File: config.mk
export PLATFORM = sky130hd
export DESIGN_NAME = port_arbiter_flat
export DESIGN_NICKNAME = d
export VERILOG_FILES = /design/src/rtl/tis_pkg.sv /design/src/rtl/port_arbiter_if.sv /design/src/rtl/port_arbiter_rr_pick.sv /design/src/rtl/port_arbiter.sv /design/src/flat_wrapper.sv
export SDC_FILE = /design/constraint.sdc
export NUM_CORES = 1
export LEC_CHECK = 0
export CORE_UTILIZATION = 33
export DETAILED_ROUTE_END_ITERATION = 10
export GPL_TIMING_DRIVEN = 0
export PLACE_DENSITY = 0.82
export SLEW_MARGIN = 5
export SYNTH_ARGS = -nofsm -noshare
export SYNTH_HDL_FRONTEND = slang
export SYNTH_HIERARCHICAL = 1
export SYNTH_SLANG_ARGS = --single-unit
File: constraint.sdc
create_clock -name clk -period 2 [get_ports clk]
set_input_delay 0.2 -clock clk [delete_from_list [all_inputs] [get_ports clk]]
set_output_delay 0.2 -clock clk [all_outputs]
set_load 0.02 [all_outputs]
File: src/rtl/tis_pkg.sv
// tis_pkg: shared word type and arbiter state encoding for the TIS node port blocks.
package tis_pkg;
    localparam int WORD_W = 11;
    typedef logic signed [WORD_W-1:0] word_t;
    typedef enum logic [1:0] {IDLE, BUSY, GAP} arb_state_t;
endpackage

File: src/rtl/port_arbiter_if.sv
// port_arbiter_if: requester-side and node-side handshake bundle of the port arbiter.
interface port_arbiter_if #(parameter int N = 4, parameter int W = 11);
    logic [N-1:0]           req_write;
    logic signed [W-1:0]    req_data [0:N-1];
    logic [N-1:0]           req_wready;
    logic                   wready;
    logic                   write;
    logic signed [W-1:0]    out;
    logic [$clog2(N)-1:0]   grant_id;
    logic                   busy;
    modport master (input req_write, req_data, wready, output req_wready, write, out, grant_id, busy);
    modport slave (output req_write, req_data, wready, input req_wready, write, out, grant_id, busy);
endinterface

File: src/rtl/port_arbiter_rr_pick.sv
// rr_pick: round-robin search for the first asserted request after rr_ptr, wrapping modulo N.
module rr_pick #(
    parameter int N = 4,
    localparam int IW = $clog2(N)
) (
    input  logic [N-1:0]  req,
    input  logic [IW-1:0] rr_ptr,
    output logic          found,
    output logic [IW-1:0] idx
);
    logic [IW-1:0] c;
    // Scan farthest to nearest so the nearest hit after rr_ptr wins.
    always_comb begin
        found = 1'b0;
        idx = '0;
        c = '0;
        for (int k = N; k >= 1; k--) begin
            c = IW'((int'(rr_ptr) + k) % N);
            if (req[c]) begin
                found = 1'b1;
                idx = c;
            end
        end
    end
endmodule

File: src/rtl/port_arbiter.sv
// port_arbiter: round-robin sharing of one node input port among N producers, registered write/out.
// Define PORT_ARB_COUNT_EN to add xfer_count and abort_count outputs.
module port_arbiter
    import tis_pkg::*;
#(
    parameter int N = 4,
    parameter int W = WORD_W
) (
    input logic clk,
    input logic rst,
    port_arbiter_if.master bus
`ifdef PORT_ARB_COUNT_EN
    ,
    output logic [15:0] xfer_count,
    output logic [7:0]  abort_count
`endif
);
    localparam int IW = $clog2(N);

    arb_state_t          state_q, state_d;
    logic                write_q, write_d;
    logic signed [W-1:0] out_q, out_d;
    logic [IW-1:0]       grant_q, grant_d;
    logic [IW-1:0]       rr_q, rr_d;
    logic                found;
    logic [IW-1:0]       win;
    logic                done;
    logic                abort;

    rr_pick #(.N(N)) u_pick (
        .req    (bus.req_write),
        .rr_ptr (rr_q),
        .found  (found),
        .idx    (win)
    );

    // A completed transfer takes precedence over a simultaneous requester drop.
    assign done  = (state_q == BUSY) && bus.wready;
    assign abort = (state_q == BUSY) && !bus.wready && !bus.req_write[grant_q];

    always_comb begin
        state_d = state_q;
        write_d = write_q;
        out_d   = out_q;
        grant_d = grant_q;
        rr_d    = rr_q;
        if (state_q == IDLE && found) begin
            state_d = BUSY;
            write_d = 1'b1;
            grant_d = win;
            out_d   = bus.req_data[win];
        end
        if (done) begin
            state_d = GAP;
            write_d = 1'b0;
            rr_d    = grant_q;
        end
        if (abort) begin
            state_d = IDLE;
            write_d = 1'b0;
        end
        if (state_q == GAP) state_d = IDLE;
    end

    always_ff @(posedge clk or posedge rst) begin
        if (rst) begin
            state_q <= IDLE;
            write_q <= 1'b0;
            out_q   <= '0;
            grant_q <= '0;
            rr_q    <= IW'(N - 1);
        end else begin
            state_q <= state_d;
            write_q <= write_d;
            out_q   <= out_d;
            grant_q <= grant_d;
            rr_q    <= rr_d;
        end
    end

    assign bus.req_wready = done ? (N'(1) << grant_q) : '0;
    assign bus.write      = write_q;
    assign bus.out        = out_q;
    assign bus.grant_id   = grant_q;
    assign bus.busy       = (state_q == BUSY);

`ifdef PORT_ARB_COUNT_EN
    logic [15:0] xfer_q, xfer_d;
    logic [7:0]  abort_q, abort_d;

    always_comb begin
        xfer_d  = xfer_q + 16'(done);
        abort_d = abort_q + 8'(abort && abort_q != 8'hFF);
    end

    always_ff @(posedge clk or posedge rst) begin
        if (rst) begin
            xfer_q  <= '0;
            abort_q <= '0;
        end else begin
            xfer_q  <= xfer_d;
            abort_q <= abort_d;
        end
    end

    assign xfer_count  = xfer_q;
    assign abort_count = abort_q;
`endif
endmodule

File: src/flat_wrapper.sv
// flat-port wrapper written by rule: the top's interface ports become plain ports
module port_arbiter_flat import tis_pkg::*;
#(
    parameter int N = 4,
    parameter int W = WORD_W
)
  (clk, rst, bus_req_write, bus_req_data, bus_wready, bus_req_wready, bus_write, bus_out, bus_grant_id, bus_busy);
  port_arbiter_if #(.N(N), .W(W)) bus_i ();
  input logic clk;
  input logic rst;
  input wire logic [$bits(bus_i.req_write)-1:0] bus_req_write;
  input wire logic [$bits(bus_i.req_data)-1:0] bus_req_data;
  input wire logic [$bits(bus_i.wready)-1:0] bus_wready;
  output wire logic [$bits(bus_i.req_wready)-1:0] bus_req_wready;
  output wire logic [$bits(bus_i.write)-1:0] bus_write;
  output wire logic [$bits(bus_i.out)-1:0] bus_out;
  output wire logic [$bits(bus_i.grant_id)-1:0] bus_grant_id;
  output wire logic [$bits(bus_i.busy)-1:0] bus_busy;
  assign bus_i.req_write = bus_req_write;
  assign bus_i.req_data = {>>{bus_req_data}};
  assign bus_i.wready = bus_wready;
  assign bus_req_wready = bus_i.req_wready;
  assign bus_write = bus_i.write;
  assign bus_out = bus_i.out;
  assign bus_grant_id = bus_i.grant_id;
  assign bus_busy = bus_i.busy;
  port_arbiter #(.N(N), .W(W)) u_core (.clk(clk), .rst(rst), .bus(bus_i));
endmodule
==> impl_metrics.tcl <==
set metrics [dict create \
    drv_cap 0 \
    cts.clk_slew.worst_paths_ns 0.11 \
    violations "negative setup slack" \
    antenna_found_initial 0 \
    drive_gt1_frac 0.297 \
    cts-root-buf "clkbuf_4" \
    vdd_drop_max_uv 651 \
    setup_viol 11 \
    ff_latch_area_sq_um 453 \
    coreArea_sq_um 3150 \
    cp-end-kind "register" \
    cpPeakStageDelay_ns 0.58 \
    postRouteWirelength_mm 3.24 \
    overflow 0 \
    fin_crit_sh 1.05 \
    netlist_area_sq_um 1130 \
    tightest_slew_ns 0.668 \
    rsz0062_at_grt "yes" \
    vias 1033 \
    grt_pass1_vias 1205 \
    ios 70 \
    layout_commonest_cell "clkdlybuf4s50_1" \
    numCtsBuffers 3 \
    cpMaxStageDelayCell "dfstp_2" \
    arrival_ns 2.30 \
    dieWidth_um 60.5 \
    num_antenna_cells 0 \
    seq_area_frac_synth 0.401 \
    maxSlewViolCount 0 \
    critical_path_class "reg -> reg" \
    fin_ws_ns -0.104 \
    mostFrequentLayoutCells "clkdlybuf4s50_1 (65), dfrtp_1 (16), mux4_2 (11), mux2_4 (11), nor2_1 (6)" \
    path_cells "nand2b_4 > a21oi_4 > o221ai_4 > buf_6 > mux4_2 > mux2_4" \
    clock_latency_ns 0.30 \
    nets 210 \
    crit_family "multiplexers" \
    pre_cts_ws_ns -0.472 \
    outcome "finished, violations left" \
    p_per_area_nw_per_um2 1390 \
    power_leakage_nw 0.816 \
    max_freq_mhz 475 \
    skew_ns 0.00598 \
    clockBufferDepth 2 \
    hold_class "in -> async" \
    finalHoldViolCount 0 \
    ys_warn_count 6 \
    period_minus_slack_ns 2.10 \
    syn_nets 132 \
    fin_util 0.636 \
    drc 0 \
    port_buffers 69 \
    cts_tree "done" \
    path_buf_inv 1 \
    grt_pass1_wl_mm 5.12 \
    cts.sinks 18 \
    drtPass1Iterations 4 \
    drt.antenna.violating_nets 0 \
    die_area_sq_um 3660 \
    syn_to_final_growth_pct 77.4 \
    vias_per_cell 5.11 \
    start_util 0.358 \
    dieHeight_um 60.5 \
    synth_area_per_cell_sq_um 13.9 \
    drtIter0Drc 5 \
    netlist_instances 81 \
    row_count 20 \
    ys_seq_elements 18 \
    grt_max_degree 19 \
    synth.distinct_cells 27 \
    globalplace.congestion 0.677 \
    wl_per_cell_um 16.0 \
    htree_levels 1 \
    n_fill_cell 257 \
    startpoint_type "register" \
    slew_headroom 0.554 \
    multi_input_area_sq_um 703 \
    required_ns 2.19 \
    grtUsageTotal 0.198 \
    critical_path.max_fanout 5 \
]
-- layout make-up --
cell class              instances  area share
plain buffers                   4      0.0169
multi-input cells              57       0.351
repair buffers                 73       0.357
clock buffers                   4      0.0181
flip-flops and latches         18       0.226
inverters                       2     0.00375
well taps                      44      0.0275
-- per-layer routing --
metal	vias up	track usage	share of wire
li1	468	-	-
met1	496	0.191	0.33
met2	61	0.366	0.53
met3	8	0.0661	0.10
met4	0	0.117	0.033
met5	-	0	0
-- timing repair --
item / in CTS / in global routing
setup endpoints to repair: 15 / 13
pin swaps: 2 / 1
resized for setup: 25 / 7
hold buffers: 0 / 0
gates cloned: 1 / 0
buffers inserted: 3 / 0
-- flip-flops by register name (all words and copies together) (netlist names) --
name and cells:
u_core/rr_q 2, u_core/bus.write 1, u_core/bus.grant_id 2, u_core/state_q 2, u_core/bus.out 11
-- synthesized netlist by cell type --
master	number	area share
nor3b_4	1	0.017
o221ai_2	1	0.013
clkbuf_1	2	0.0066
mux4_2	9	0.18
mux4_1	2	0.047
o21a_1	1	0.0066
mux2i_1	1	0.0089
and4_1	1	0.0078
nand2_1	2	0.0066
dfstp_2	2	0.047
buf_4	1	0.0066
a22oi_1	1	0.0066
nor2b_1	1	0.0055
mux2_1	1	0.010
nor2_1	6	0.020
a31oi_1	1	0.0055
nor3b_1	2	0.013
and2b_1	2	0.013
nor3_1	1	0.0044
mux2_4	1	0.013
a21oi_1	4	0.018
a21oi_2	1	0.0078
mux2_2	15	0.15
nand2b_1	3	0.017
dfrtp_1	16	0.35
inv_1	2	0.0066
buf_6	1	0.010
-- power by group --
part	switching [W]	internal, W
clock	0.000117	0.000111
combinational	0.000753	0.00107
sequential	0.000159	0.000573
total	0.00103	0.00176
-- path summary, 6_finish.rpt --
kind	from	endpoint	slack, ns	cells past startpoint
max reg2reg	u_core/rr_q[1]$_DFFE_PP1P_	u_core/bus.out[0]$_DFFE_PP0P_	-0.10	6
max	u_core/rr_q[1]$_DFFE_PP1P_	u_core/bus.out[0]$_DFFE_PP0P_	-0.10	6
min	rst	u_core/bus.out[0]$_DFFE_PP0P_	0.28	2
max in group asynchronous	rst	u_core/bus.out[9]$_DFFE_PP0P_	1.29	2
min reg2reg	u_core/bus.out[7]$_DFFE_PP0P_	u_core/bus.out[7]$_DFFE_PP0P_	0.52	1
min in group clk	u_core/bus.out[7]$_DFFE_PP0P_	u_core/bus.out[7]$_DFFE_PP0P_	0.52	1
-- stage by stage --
stage                     hold WS (ns)  total power [W]  cells  TNS [ns]  instance area, sq um
after floorplan                  0.137          0.00170     81    -0.245                  1130
after global placement           0.489          0.00225    194     -3.75                  1880
after detailed placement         0.495          0.00231    194     -4.60                  1880
after CTS                        0.308          0.00276    202    -0.905                  2000
after global routing             0.344          0.00294    202     -1.48                  2000
final                            0.283          0.00278    202    -0.783                  2000
-- logic make-up (layout without fill, tap and decap cells) --
group / count (synthesis) / count (layout) / synth area share
and+or+nand+nor: 19 / 19 / 0.104
AOI/OAI and AO/OA: 9 / 9 / 0.0576
muxes: 29 / 29 / 0.408
DFF: 18 / 18 / 0.401
buffers and inverters: 6 / 83 / 0.0299
Power figures use the tool's default switching activity.
